**src/rtl/match_counter.sv**
```systemverilog
// Edge-triggered two-digit BCD event counter (00..99) with sticky overflow; optional 7-seg outputs via MATCH_COUNTER_SEVEN_SEG_EN.
// Latency: count and match_pulse update on the edge that samples the match_in rising edge; hex digits one edge later.
// Backpressure: none; hold discards (does not defer) events, clear wins over hold and events.
module match_counter #(
    parameter int WRAP = 0               // 0: saturate at 99, 1: wrap 99 -> 00
) (
    input  logic       clock,
    input  logic       reset,
    input  logic       match_in,
    input  logic       clear,
    input  logic       hold,
    output logic [3:0] count_ones,
    output logic [3:0] count_tens,
    output logic       match_pulse,
    output logic       overflow
`ifdef MATCH_COUNTER_SEVEN_SEG_EN
    ,
    output logic [6:0] hex0,
    output logic [6:0] hex1
`endif
);

    logic       match_d_q, match_d_d;   // registered copy of match_in (match_d)
    logic [3:0] ones_q, ones_d;
    logic [3:0] tens_q, tens_d;
    logic       pulse_q, pulse_d;
    logic       ovf_q, ovf_d;

    logic       evt;
    logic       accept;
    logic       at_max;

    assign evt    = match_in & ~match_d_q;
    assign accept = evt & ~hold & ~clear;
    assign at_max = (ones_q == 4'd9) && (tens_q == 4'd9);

    // Next-state: clear first, then accepted event (saturate/wrap at 99), else hold everything.
    always_comb begin
        match_d_d = match_in;
        ones_d    = ones_q;
        tens_d    = tens_q;
        pulse_d   = 1'b0;
        ovf_d     = ovf_q;
        if (clear) begin
            ones_d = 4'd0;
            tens_d = 4'd0;
            ovf_d  = 1'b0;
        end else if (accept) begin
            pulse_d = 1'b1;
            if (at_max) begin
                ovf_d = 1'b1;
                if (WRAP != 0) begin
                    ones_d = 4'd0;
                    tens_d = 4'd0;
                end
            end else if (ones_q == 4'd9) begin
                ones_d = 4'd0;
                tens_d = tens_q + 4'd1;
            end else begin
                ones_d = ones_q + 4'd1;
            end
        end
    end

    // Counter state registers with asynchronous reset.
    always_ff @(posedge clock or posedge reset) begin
        if (reset) begin
            match_d_q <= 1'b0;
            ones_q    <= 4'd0;
            tens_q    <= 4'd0;
            pulse_q   <= 1'b0;
            ovf_q     <= 1'b0;
        end else begin
            match_d_q <= match_d_d;
            ones_q    <= ones_d;
            tens_q    <= tens_d;
            pulse_q   <= pulse_d;
            ovf_q     <= ovf_d;
        end
    end

    assign count_ones  = ones_q;
    assign count_tens  = tens_q;
    assign match_pulse = pulse_q;
    assign overflow    = ovf_q;

`ifdef MATCH_COUNTER_SEVEN_SEG_EN
    // Active-low segments, bit order gfedcba; digits above 9 never occur but blank the display.
    function automatic logic [6:0] seg7(input logic [3:0] d);
        logic [6:0] s;
        s = 7'b1111111;
        case (d)
            4'd0: s = 7'b1000000;
            4'd1: s = 7'b1111001;
            4'd2: s = 7'b0100100;
            4'd3: s = 7'b0110000;
            4'd4: s = 7'b0011001;
            4'd5: s = 7'b0010010;
            4'd6: s = 7'b0000010;
            4'd7: s = 7'b1111000;
            4'd8: s = 7'b0000000;
            4'd9: s = 7'b0010000;
            default: s = 7'b1111111;
        endcase
        return s;
    endfunction

    logic [6:0] hex0_q, hex0_d;
    logic [6:0] hex1_q, hex1_d;

    // Decode from the registered count, so the display trails the count by one edge.
    always_comb begin
        hex0_d = seg7(ones_q);
        hex1_d = seg7(tens_q);
    end

    // Display registers; reset shows "00".
    always_ff @(posedge clock or posedge reset) begin
        if (reset) begin
            hex0_q <= 7'b1000000;
            hex1_q <= 7'b1000000;
        end else begin
            hex0_q <= hex0_d;
            hex1_q <= hex1_d;
        end
    end

    assign hex0 = hex0_q;
    assign hex1 = hex1_q;
`endif

endmodule

```
**config.mk**
```make
export PLATFORM = sky130hd
export DESIGN_NAME = match_counter
export DESIGN_NICKNAME = d
export VERILOG_FILES = /design/src/rtl/match_counter.sv
export SDC_FILE = /design/constraint.sdc
export NUM_CORES = 1
export LEC_CHECK = 0
export CAP_MARGIN = 0
export CORE_MARGIN = 1
export CORE_UTILIZATION = 23
export DETAILED_ROUTE_END_ITERATION = 6
export GPL_TIMING_DRIVEN = 0
export PLACE_DENSITY = 0.44
export SYNTH_ARGS = -nofsm -noshare
export SYNTH_HDL_FRONTEND = slang
export SYNTH_SLANG_ARGS = --single-unit
```
**constraint.sdc**
```tcl
create_clock -name clock -period 3.7 [get_ports clock]
set_clock_uncertainty 0.05 [all_clocks]
set_input_delay 0.925 -clock clock [delete_from_list [all_inputs] [get_ports clock]]
set_output_delay 0.925 -clock clock [all_outputs]
set_load 0.02 [all_outputs]
```
# Word-level counts from Yosys, hierarchy flattened
# Cells that the tools add are included.
[word_totals]
register_bits = 11
in_bits = 5
output_inout_bits = 10
elab_cells = 36
[op_classes]
n_addsub = 2
n_eq_ne = 3
muxes = 13
bitwise_logic = 6
n_reduce_logical = 7
[op_table]
columns = ["operator", "count"]
rows = [
  ["$mux W4", 8],
  ["$add A4 B1 Y4 const B", 2],
  ["$eq A4 B4 Y1 const B", 2],
  ["$reduce_bool A2 Y1", 3],
  ["$mux W1", 5],
  ["$reduce_and A2 Y1", 2],
  ["$and A1 B1 Y1", 3],
  ["$not A1 Y1", 3],
  ["$reduce_and A3 Y1", 1],
  ["$ne A2 B2 Y1 const B", 1],
  ["$logic_and A1 B1 Y1", 1],
]

# Depth between registers and ports, before layout
[logic_depth]
ltp_word = 6
mapped_depth = 5
depth_no_buf = 5

# Worst setup path before layout
# Ideal clock, no wire load.
[synth_timing]
path_type = "input to register"
from = "input hold"
to = "register tens_q[0], in the netlist count_tens[0]"
setup_ns = 0.125
arrival_time_ns = 1.953
required_time_ns = 3.525
path_slack_ns = 1.572
path_stages = 4
n_path_buf = 1
cell_sequence = "or3b_1 > buf_6 > nor3_2 > mux2_2"
[synth_via]
elab_chain_cells = 5
[synth_rtl]
columns = ["item", "line_no", "source"]
rows = [
  ["start, declared", "11", "input logic hold,"],
  ["$not A1 Y1", "34", "assign accept = evt & ~hold & ~clear;"],
  ["$and A1 B1 Y1 (2 in series)", "34", ""],
  ["$reduce_bool A2 Y1 (no source line)", "--", ""],
  ["$reduce_and A3 Y1 (no source line)", "--", ""],
  ["end signal, assigned", "76", "tens_q <= tens_d;"],
  ["end, declared", "25", "logic [3:0] tens_q, tens_d;"],
]
# No other way between the ends.
# A chain may end at the register's enable or synchronous reset.

# Worst setup path in the final report
[layout_timing]
from = "input match_in"
to = "register tens_q[0], in the netlist count_tens[0]"
[layout_via]
elab_chain_cells = 5
[layout_rtl]
columns = ["item", "line_no", "source"]
rows = [
  ["start, declared", "9", "input logic match_in,"],
  ["$and A1 B1 Y1", "33", "assign evt = match_in & ~match_d_q;"],
  ["$and A1 B1 Y1 (2 in series)", "34", ""],
  ["$reduce_bool A2 Y1 (no source line)", "--", ""],
  ["$reduce_and A3 Y1 (no source line)", "--", ""],
]
# No other way between the ends.

==> metrics.csv <==
metric,value,unit
outcome,finished clean,
leakagePower,0.328,nW
grt-ovfl-total,0,
drive_gt1_share,9.09,%
min_to,overflow,
reg2reg_to,count_tens[0],
pin_count,15,
ys_ff_latch,11,
hold_class,reg2reg,
die_x,53.2,um
regArea,275,um2
rsz0062_at_grt,false,
path_max_fanout,10,
yosysTopAreaCellShare,45.6,%
final_cell_mix,"14 x clkdlybuf4s50_1, 11 x dfrtp_1, 6 x inv_1",
yosys-top-cells-area,"dfrtp_1 46%, ha_1 8.3%, or4_1 6.2%",
nNetsFinal,87,
place_ws,0.986,ns
antenna_found_initial,0,
start_util,24.3,%
post-route-period-util,65.5,%
cts_inserted_buffers,3,
clk_pin_slew_worst_paths,0.07,ns
cts_hold_buf,0,
netlist_area,603,um2
first_pass_iters,3,
yosysSeqAreaShare,45.6,%
instances_no_fill,107,
hp-start,overflow,
post-cts-setup-buffers,0,
layout_setup_ws,1.28,ns
hold_path_depth,2,
max_slew_margin,69.3,%
timing.setup.tns,0,ns
dpl.cell_count,103,
end_kind,register,
yosysWarnings,0,
die_height,53.2,um
power_density,282,mW/mm2
drt.antenna.violating_nets,0,
power,0.227,mW
cts_root_buf,clkbuf_4,
r2r-start,match_d_q,
antennaDiodeCount,0,
multi_input_area,290,um2
synth_cell_types,23,
peakVddDrop,168,uV
drtIter0Drc,1,
setup_viol,0,
max_freq,0.413,GHz
core,0.00248,mm2
synth_nets,68,
drt_wl_total,1.32,mm
fillers,282,
max_cap_violations,0,
gp_congestion,0.705,
numPortBuffers,14,
fin_util,32.6,%
cts_num_sinks,11,
final-hold-violation-count,0,
area_growth,33.8,%
wl_per_cell,12.3,um
rows,18,
grt_pass1_wl,2.15,mm
avgSynthCellArea,10.2,um2
worstPathRequired,3.81,ns
final_common_cell,clkdlybuf4s50_1,
clk_latency,0.27,ns
drc,0,
worstMarginPinSlew,0.460,ns
die_area,0.00283,mm2
cts_buffer_depth,2,
vias,510,
grt_max_degree,12,
cts.repair.resized,0,
critPathKind,in2reg,
grt_pass1_vias,471,
regToRegSetupSlack,2.02,ns
avgViaCountPerCell,4.77,
groute.usage.overall,11.2,%
startpoint_type,input port,
synthCells,59,
yosysTopAreaCell,dfrtp_1,
cts_tree,done,
r2r_cells,4,
cts-htree-levels,1,
slew_violations,0,
finalCriticalPeriod,2.42,ns
arrival,2.53,ns
hpwl,959,um
==> logic make-up after synthesis <==
family,Yosys count,synth area share [%]
DFF,11,45.6
adders and majority gates,4,8.30
AOI/OAI and AO/OA,12,12.0
buffers and inverters,8,6.22
and+or+nand+nor,22,24.1
muxes,2,3.73
==> flip-flops by register name (all words and copies together), names as in the netlist <==
register / cells
overflow: 1
match_d_q: 1
count_tens: 4
match_pulse: 1
count_ones: 4
==> metrics by stage <==
| stage | area [um2] | hold slack [ns] |
|---|---|---|
| floorplan | 603 | 0.491 |
| global placement | 781 | 0.440 |
| detailed placement | 781 | 0.445 |
| CTS | 807 | 0.461 |
| global route | 807 | 0.493 |
| finish | 807 | 0.453 |
==> power breakdown <==
group	total [mW]	internal [mW]	switching, mW
logic	0.0207	0.00943	0.0113
clock network	0.0825	0.0418	0.0408
registers	0.124	0.122	0.00192
total	0.227	0.173	0.0539
==> cell usage after synthesis <==
master,number
nor2_1,5
ha_1,4
or3b_1,1
or4_1,5
nand2b_1,1
nor3_2,1
inv_1,6
and3b_1,2
nor2b_1,1
a21oi_1,5
dfrtp_1,11
o21ai_0,2
nand3b_1,1
o31ai_1,3
clkbuf_1,1
nand4_1,1
nor3b_1,1
nand3_1,2
a31oi_1,1
o311ai_1,1
mux2_2,2
buf_6,1
nand4b_1,1
==> per-layer routing <==
layer  wire [um]  share of wire (%)  GRT usage (%)
met1         665                 51           14.6
met2         546                 41           15.6
met3          86                6.5           6.32
met4          18                1.4           2.63
met5           0                  0              0
==> layout make-up <==
| cell class | instances | area share (%) |
|---|---|---|
| Multi-Input combinational cell | 40 | 36.0 |
| Sequential cell | 11 | 34.1 |
| Tap cell | 30 | 4.65 |
| Clock buffer | 4 | 3.26 |
| Inverter | 6 | 2.79 |
| Buffer | 2 | 1.86 |
| Timing Repair Buffer | 14 | 17.4 |
==> how the worst max path moves through the flow <==
| stage | start | end | slack (ns) | cells past startpoint |
|---|---|---|---|---|
| 2_1_floorplan | hold | count_tens[0] | 1.57 | 4 |
| 3_3_place_gp | match_in | count_tens[0] | 0.98 | 5 |
| 3_5_place_dp | match_in | count_tens[1] | 0.99 | 5 |
| 4_1_cts | match_in | count_tens[0] | 1.27 | 5 |
| 5_1_grt | match_in | count_tens[0] | 1.20 | 5 |
| 6_report | match_in | count_tens[0] | 1.28 | 5 |
==> worst max-delay path: stages <==
cell and delay (ns):
clkdlybuf4s50_1 0.48, or3b_1 0.39, buf_6 0.16, nor3_2 0.22, mux2_2 0.36
(Power assumes the default switching activity.)
